--- src/rtl/boot_pkg.sv ---
// Shared types and helpers for the instruction-memory boot controller.
// BOOT_CHECKSUM_EN adds a trailing XOR checksum byte to every boot frame.
package boot_pkg;

    localparam int WORD_W = 32;
    localparam int BYTE_W = 8;
    localparam int LEN_W  = 16;

    typedef enum logic [2:0] {
        LEN0 = 3'd0,
        LEN1 = 3'd1,
        DATA = 3'd2,
        CSUM = 3'd3,
        DONE = 3'd4,
        ERR  = 3'd5
    } boot_state_e;

    // State entered once the payload (or an empty frame) is complete.
    function automatic boot_state_e payload_end_state();
`ifdef BOOT_CHECKSUM_EN
        return CSUM;
`else
        return DONE;
`endif
    endfunction

    function automatic logic [BYTE_W-1:0] csum_update(input logic [BYTE_W-1:0] acc,
                                                      input logic [BYTE_W-1:0] data);
        return acc ^ data;
    endfunction

endpackage

--- src/rtl/byte_word_packer.sv ---
// Packs a byte stream into 32-bit little-endian words; word_valid pulses
// combinationally on the fourth byte of each word.
module byte_word_packer
    import boot_pkg::*;
(
    input  logic              clk,
    input  logic              rst_n,
    input  logic              clr,
    input  logic              byte_valid,
    input  logic [BYTE_W-1:0] byte_data,
    output logic              word_valid,
    output logic [WORD_W-1:0] word
);

    logic [1:0]        cnt_q;
    logic [1:0]        cnt_d;
    logic [WORD_W-1:0] shift_q;
    logic [WORD_W-1:0] shift_d;
    logic [WORD_W-1:0] merged_s;

    // New bytes enter at the top so byte 0 ends up in bits [7:0].
    assign merged_s = {byte_data, shift_q[WORD_W-1:BYTE_W]};
    assign word     = merged_s;

    // Byte counter and shift register next-state.
    always_comb begin
        cnt_d      = cnt_q;
        shift_d    = shift_q;
        word_valid = 1'b0;
        if (clr) begin
            cnt_d   = 2'd0;
            shift_d = {WORD_W{1'b0}};
        end else if (byte_valid) begin
            cnt_d      = cnt_q + 2'd1;
            shift_d    = merged_s;
            word_valid = (cnt_q == 2'd3);
        end else begin
            cnt_d   = cnt_q;
            shift_d = shift_q;
        end
    end

    // Packer state registers.
    always_ff @(posedge clk or negedge rst_n) begin
        if (!rst_n) begin
            cnt_q   <= 2'd0;
            shift_q <= {WORD_W{1'b0}};
        end else begin
            cnt_q   <= cnt_d;
            shift_q <= shift_d;
        end
    end

endmodule

--- src/rtl/imem_boot_ctrl.sv ---
// Boot sequencer: loads a length-prefixed byte image into instruction memory,
// then releases the core. BOOT_CHECKSUM_EN enables the trailing XOR checksum check.
module imem_boot_ctrl
    import boot_pkg::*;
#(
    parameter int IMEM_AW    = 10,
    parameter int IMEM_DEPTH = 1024
) (
    input  logic               clk,
    input  logic               rst,
    input  logic               in_valid,
    input  logic [BYTE_W-1:0]  in_data,
    output logic               in_ready,
    input  logic               boot_req,
    output logic               imem_we,
    output logic [IMEM_AW-1:0] imem_addr,
    output logic [WORD_W-1:0]  imem_wdata,
    output logic               core_rst_n,
    output logic               boot_done,
    output logic               boot_err
);

    localparam logic [LEN_W:0]     DEPTH_L  = IMEM_DEPTH[LEN_W:0];
    localparam logic [IMEM_AW-1:0] ADDR_ONE = {{(IMEM_AW-1){1'b0}}, 1'b1};

    boot_state_e        state_q;
    boot_state_e        state_d;
    logic [BYTE_W-1:0]  len_lo_q;
    logic [BYTE_W-1:0]  len_lo_d;
    logic [LEN_W-1:0]   left_q;
    logic [LEN_W-1:0]   left_d;
    logic [IMEM_AW-1:0] idx_q;
    logic [IMEM_AW-1:0] idx_d;
    logic               in_ready_q;
    logic               in_ready_d;
    logic               imem_we_q;
    logic               imem_we_d;
    logic [IMEM_AW-1:0] imem_addr_q;
    logic [IMEM_AW-1:0] imem_addr_d;
    logic [WORD_W-1:0]  imem_wdata_q;
    logic [WORD_W-1:0]  imem_wdata_d;
    logic               boot_done_q;
    logic               boot_done_d;
    logic               boot_err_q;
    logic               boot_err_d;
    logic               core_rst_n_q;
    logic               core_rst_n_d;
`ifdef BOOT_CHECKSUM_EN
    logic [BYTE_W-1:0]  csum_q;
    logic [BYTE_W-1:0]  csum_d;
`endif

    logic               xfer_s;
    logic               restart_s;
    logic               pack_valid_s;
    logic               word_valid_s;
    logic [WORD_W-1:0]  word_s;
    logic [LEN_W-1:0]   len_full_s;
    logic               len_too_big_s;

    assign xfer_s        = in_valid & in_ready_q;
    assign restart_s     = boot_req & ((state_q == DONE) | (state_q == ERR));
    assign pack_valid_s  = xfer_s & (state_q == DATA);
    assign len_full_s    = {in_data, len_lo_q};
    assign len_too_big_s = ({1'b0, len_full_s} > DEPTH_L);

    byte_word_packer u_packer (
        .clk        (clk),
        .rst_n      (rst),
        .clr        (restart_s),
        .byte_valid (pack_valid_s),
        .byte_data  (in_data),
        .word_valid (word_valid_s),
        .word       (word_s)
    );

    // FSM next-state logic.
    always_comb begin
        state_d = state_q;
        case (state_q)
            LEN0: begin
                if (xfer_s) state_d = LEN1;
                else        state_d = state_q;
            end
            LEN1: begin
                if (!xfer_s)                        state_d = state_q;
                else if (len_full_s == 16'd0)       state_d = payload_end_state();
                else if (len_too_big_s)             state_d = ERR;
                else                                state_d = DATA;
            end
            DATA: begin
                if (word_valid_s && (left_q == 16'd0)) state_d = payload_end_state();
                else                                   state_d = state_q;
            end
`ifdef BOOT_CHECKSUM_EN
            CSUM: begin
                if (!xfer_s)                state_d = state_q;
                else if (in_data == csum_q) state_d = DONE;
                else                        state_d = ERR;
            end
`endif
            DONE, ERR: begin
                if (restart_s) state_d = LEN0;
                else           state_d = state_q;
            end
            default: state_d = ERR;
        endcase
    end

    // Length capture, word counters, checksum and memory write port.
    always_comb begin
        len_lo_d     = len_lo_q;
        left_d       = left_q;
        idx_d        = idx_q;
        imem_we_d    = word_valid_s;
        imem_addr_d  = imem_addr_q;
        imem_wdata_d = imem_wdata_q;
        if (restart_s) begin
            len_lo_d = 8'd0;
            left_d   = 16'd0;
            idx_d    = {IMEM_AW{1'b0}};
        end else if ((state_q == LEN0) && xfer_s) begin
            len_lo_d = in_data;
        end else if ((state_q == LEN1) && xfer_s) begin
            // Holds the number of words still to come after the current one.
            left_d = len_full_s - 16'd1;
        end else if (word_valid_s) begin
            left_d       = left_q - 16'd1;
            idx_d        = idx_q + ADDR_ONE;
            imem_addr_d  = idx_q;
            imem_wdata_d = word_s;
        end else begin
            len_lo_d = len_lo_q;
        end
`ifdef BOOT_CHECKSUM_EN
        csum_d = csum_q;
        if (restart_s)         csum_d = 8'd0;
        else if (pack_valid_s) csum_d = csum_update(csum_q, in_data);
        else                   csum_d = csum_q;
`endif
    end

    // Status outputs; release lags the final write by one cycle.
    always_comb begin
        in_ready_d = 1'b0;
        case (state_d)
            LEN0, LEN1, DATA, CSUM: in_ready_d = 1'b1;
            default:                in_ready_d = 1'b0;
        endcase
        boot_done_d  = (state_q == DONE) && (state_d == DONE);
        boot_err_d   = (state_d == ERR);
        core_rst_n_d = boot_done_d;
    end

    // State and output registers.
    always_ff @(posedge clk or negedge rst) begin
        if (!rst) begin
            state_q      <= LEN0;
            len_lo_q     <= 8'd0;
            left_q       <= 16'd0;
            idx_q        <= {IMEM_AW{1'b0}};
            in_ready_q   <= 1'b0;
            imem_we_q    <= 1'b0;
            imem_addr_q  <= {IMEM_AW{1'b0}};
            imem_wdata_q <= 32'd0;
            boot_done_q  <= 1'b0;
            boot_err_q   <= 1'b0;
            core_rst_n_q <= 1'b0;
`ifdef BOOT_CHECKSUM_EN
            csum_q       <= 8'd0;
`endif
        end else begin
            state_q      <= state_d;
            len_lo_q     <= len_lo_d;
            left_q       <= left_d;
            idx_q        <= idx_d;
            in_ready_q   <= in_ready_d;
            imem_we_q    <= imem_we_d;
            imem_addr_q  <= imem_addr_d;
            imem_wdata_q <= imem_wdata_d;
            boot_done_q  <= boot_done_d;
            boot_err_q   <= boot_err_d;
            core_rst_n_q <= core_rst_n_d;
`ifdef BOOT_CHECKSUM_EN
            csum_q       <= csum_d;
`endif
        end
    end

    assign in_ready   = in_ready_q;
    assign imem_we    = imem_we_q;
    assign imem_addr  = imem_addr_q;
    assign imem_wdata = imem_wdata_q;
    assign boot_done  = boot_done_q;
    assign boot_err   = boot_err_q;
    assign core_rst_n = core_rst_n_q;

endmodule

--- config.mk ---
export PLATFORM = sky130hd
export DESIGN_NAME = imem_boot_ctrl
export DESIGN_NICKNAME = d
export VERILOG_FILES = /design/src/rtl/boot_pkg.sv /design/src/rtl/byte_word_packer.sv /design/src/rtl/imem_boot_ctrl.sv
export SDC_FILE = /design/constraint.sdc
export NUM_CORES = 1
export LEC_CHECK = 0
export CAP_MARGIN = 5
export CORE_AREA = 4 4 95 119
export DETAILED_ROUTE_END_ITERATION = 8
export DIE_AREA = 0 0 99 123
export PLACE_DENSITY = 0.72
export SYNTH_ARGS = -nofsm -noshare
export SYNTH_HDL_FRONTEND = slang
export SYNTH_SLANG_ARGS = --single-unit
--- constraint.sdc ---
create_clock -name clk -period 4 [get_ports clk]
set_input_delay 0.8 -clock clk [delete_from_list [all_inputs] [get_ports clk]]
set_output_delay 0.8 -clock clk [all_outputs]
set_load 0.01 [all_outputs]
==> out/metrics.csv <==
metric;value;unit
met1Wirelength;5.02;mm
hp-class;register to register;
synth_seq_area_share;0.545;
seq_area;0.00273;sq mm
yosys.cell_types.count;48;
syn-cell-area;0.00501;sq mm
multi_input_area;0.00212;sq mm
synth_compound_area_frac;0.0980;
routed.top_layer;met4;
vdd_drop_max;0.321;mV
grt_overflow;0;
syn_area_per_cell;8.96;sq um
synth_edf_count;0;
hold_viol_final;0;
first_pass_iters;5;
rsz0062_at_grt;false;
setup_violations;0;
avgRoutedWirePerCell;15.5;microns
final_nets;618;
dp.final_hpwl;7.69;mm
drt_iter0_drc;285;
yosysMostFrequentCell;nand2_1;
finalSetupTns;0;ns
layout.cells.non_filler;737;
arrival;3.20;ns
fin_crit;2.99;ns
die_w;99;microns
grt_pass1_vias;4075;
tightest_slew;0.857;ns
grt_pass1_wl;19.3;mm
postRouteAntennaNets;0;
synthCells;559;
drive_gt1_frac;0.0559;
die-height;123;microns
rows;41;
synthMuxAreaShare;0.00625;
remaining_drc_errors;0;
status;finished clean;
dr_wl_met2;5.64;mm
async_reset_ff_frac;1.00;
post-place-cells;721;
endpoint_kind;register;
area_growth;19.1;%
synth_xor_area_frac;0.0542;
leakage;2.67;nW
synth-adder-area-share;0.00750;
clock_sinks;109;
num_vias;4034;
fin_skew;0.00587;ns
pin_count;59;
crit_type;input port to register;
synth_simple_gate_area_frac;0.258;
ctsRootBufferMaster;clkbuf_16;
powerDensity;516;mW/mm^2
synth_ff_type;dfrtp_1;
crit_path_start_kind;input port;
synth_top_area_frac;0.545;
synth_area_leader_cell;dfrtp_1;
wl;11.4;mm
syn-num-nets;574;
worstSkewPairLatency;0.34;ns
period_share;0.748;
cts_resized;0;
ctsHoldBuffers;0;
ys_warn_count;0;
cts_tree;built;
start_util;0.495;
numCtsBuffers;9;
cts_max_level;3;
slew_headroom;0.423;
antenna_found_initial;0;
cts_buffer_depth;2;
drv_slew;0;
cts_setup_buffers;0;
wl_met3;487;microns
yosys_register_bits;109;
portBuffers;58;
synthTopCellsByCount;196 x nand2_1, 109 x dfrtp_1, 45 x a21oi_1;
clk_pin_slew_worst_paths;0.07;ns
core;0.0101;sq mm
required;4.21;ns
dieArea;0.0122;sq mm
critPathMaxFanout;7;
fmax;0.334;GHz
cap_violations;0;
nFillCells;863;
place_congestion;0.916;
synth_area_leaders;dfrtp_1 54%, nand2_1 15%, a21oi_1 4.5%, xnor2_1 3.7%, nand3_1 2.2%;
grtUsageTotal;0.196;
via_per_inst;5.47;
grt_max_degree;110;
synth_top_family_by_area;simple AND/OR/NAND/NOR gates;
diodes;0;
[per-stage QoR]
step,worst slack [ns],hold slack [ns],area (sq um),total power (W),util
floorplan,0.785,0.439,5010,0.00202,-
global placement,0.824,0.452,5690,0.00224,0.563
detailed placement,0.708,0.457,5690,0.00227,0.563
CTS,1.05,0.476,5960,0.00309,0.590
global route,0.780,0.500,5960,0.00325,0.590
finish,1.01,0.473,5960,0.00308,0.590
[worst paths after layout]
kind | endpoint | cells past startpoint | startpoint | slack [ns]
min | imem_addr[8]$_DFFE_PN0P_ | 2 | imem_addr[8]$_DFFE_PN0P_ | 0.47
max | left_q[14]$_DFFE_PN0P_ | 11 | in_valid | 1.01
max in group asynchronous | left_q[9]$_DFFE_PN0P_ | 2 | rst | 3.01
min reg2reg | imem_addr[8]$_DFFE_PN0P_ | 2 | imem_addr[8]$_DFFE_PN0P_ | 0.47
max reg2reg | left_q[14]$_DFFE_PN0P_ | 10 | state_q[1]$_DFF_PN0_ | 1.45
min in group asynchronous | len_lo_q[0]$_DFFE_PN0P_ | 2 | rst | 0.48
[registers in the layout, indices dropped and copies added (netlist names)]
| register | flops |
|---|---|
| boot_err | 1 |
| idx_q | 10 |
| imem_wdata | 32 |
| imem_we | 1 |
| core_rst_n | 1 |
| state_q | 3 |
| u_packer.shift_q | 24 |
| u_packer.cnt_q | 2 |
| left_q | 16 |
| in_ready | 1 |
| len_lo_q | 8 |
| imem_addr | 10 |
[cell type report]
cell class / count / share of cell area
Sequential cell: 109 / 0.458
Multi-Input combinational cell: 412 / 0.356
Timing Repair Buffer: 68 / 0.112
Clock buffer: 12 / 0.0397
Tap cell: 129 / 0.0271
Clock inverter: 4 / 0.00567
Inverter: 3 / 0.00189
[worst max-delay path, stage by stage]
cell	delay [ns]
clkdlybuf4s50_1	0.47
nand4b_1	0.24
nor2_1	0.10
buf_4	0.18
and2_1	0.18
a21oi_1	0.17
ha_1	0.20
nand4_1	0.12
nor3_1	0.33
mux2i_1	0.27
o221ai_1	0.14
[where the power goes]
group | leakage (nW) | switching [W] | internal [W] | total, W
sequential | 1.48 | 0.000165 | 0.00123 | 0.00140
clock | 0.127 | 0.000391 | 0.000428 | 0.000819
combinational | 1.06 | 0.000494 | 0.000365 | 0.000859
[layout by cell type, fill, tap and decap left out, types with 2 or more instances in the layout]
cell type	Yosys	layout
nor3_1	9	9
nand2_1	196	196
mux2i_1	2	2
or2_2	3	3
o31ai_1	2	2
o22ai_1	2	2
clkdlybuf4s50_1	0	57
a211oi_1	7	7
and2_1	3	3
o21ai_0	13	13
nand2b_1	3	3
inv_1	2	2
ha_1	3	3
nand3_1	22	22
nor2_1	24	24
nor2b_1	2	2
nor4_1	8	8
and3_1	3	3
nor3b_1	2	2
clkbuf_16	0	9
buf_4	1	10
dfrtp_1	109	109
nand4_1	6	6
or4_4	2	2
or3_1	4	4
clkinv_4	0	2
xor2_1	10	10
or4_1	3	3
xnor2_1	21	21
clkbuf_1	28	3
a21oi_1	45	45
[kinds of logic (layout without fill, tap and decap cells)]
group           after synthesis  count (layout)
mux                           3               3
flops                       109             109
buf+inv                      38              87
fa+ha+maj                     3               3
compound gates               80              80
simple gates                295             295
xor+xnor                     31              31
[per-layer routing]
metal,vias up,track usage
met5,-,0
met4,0,0.0922
met3,25,0.0220
met2,123,0.330
met1,1928,0.253
li1,1958,-
Note: power is estimated with default switching activity, not from simulation.
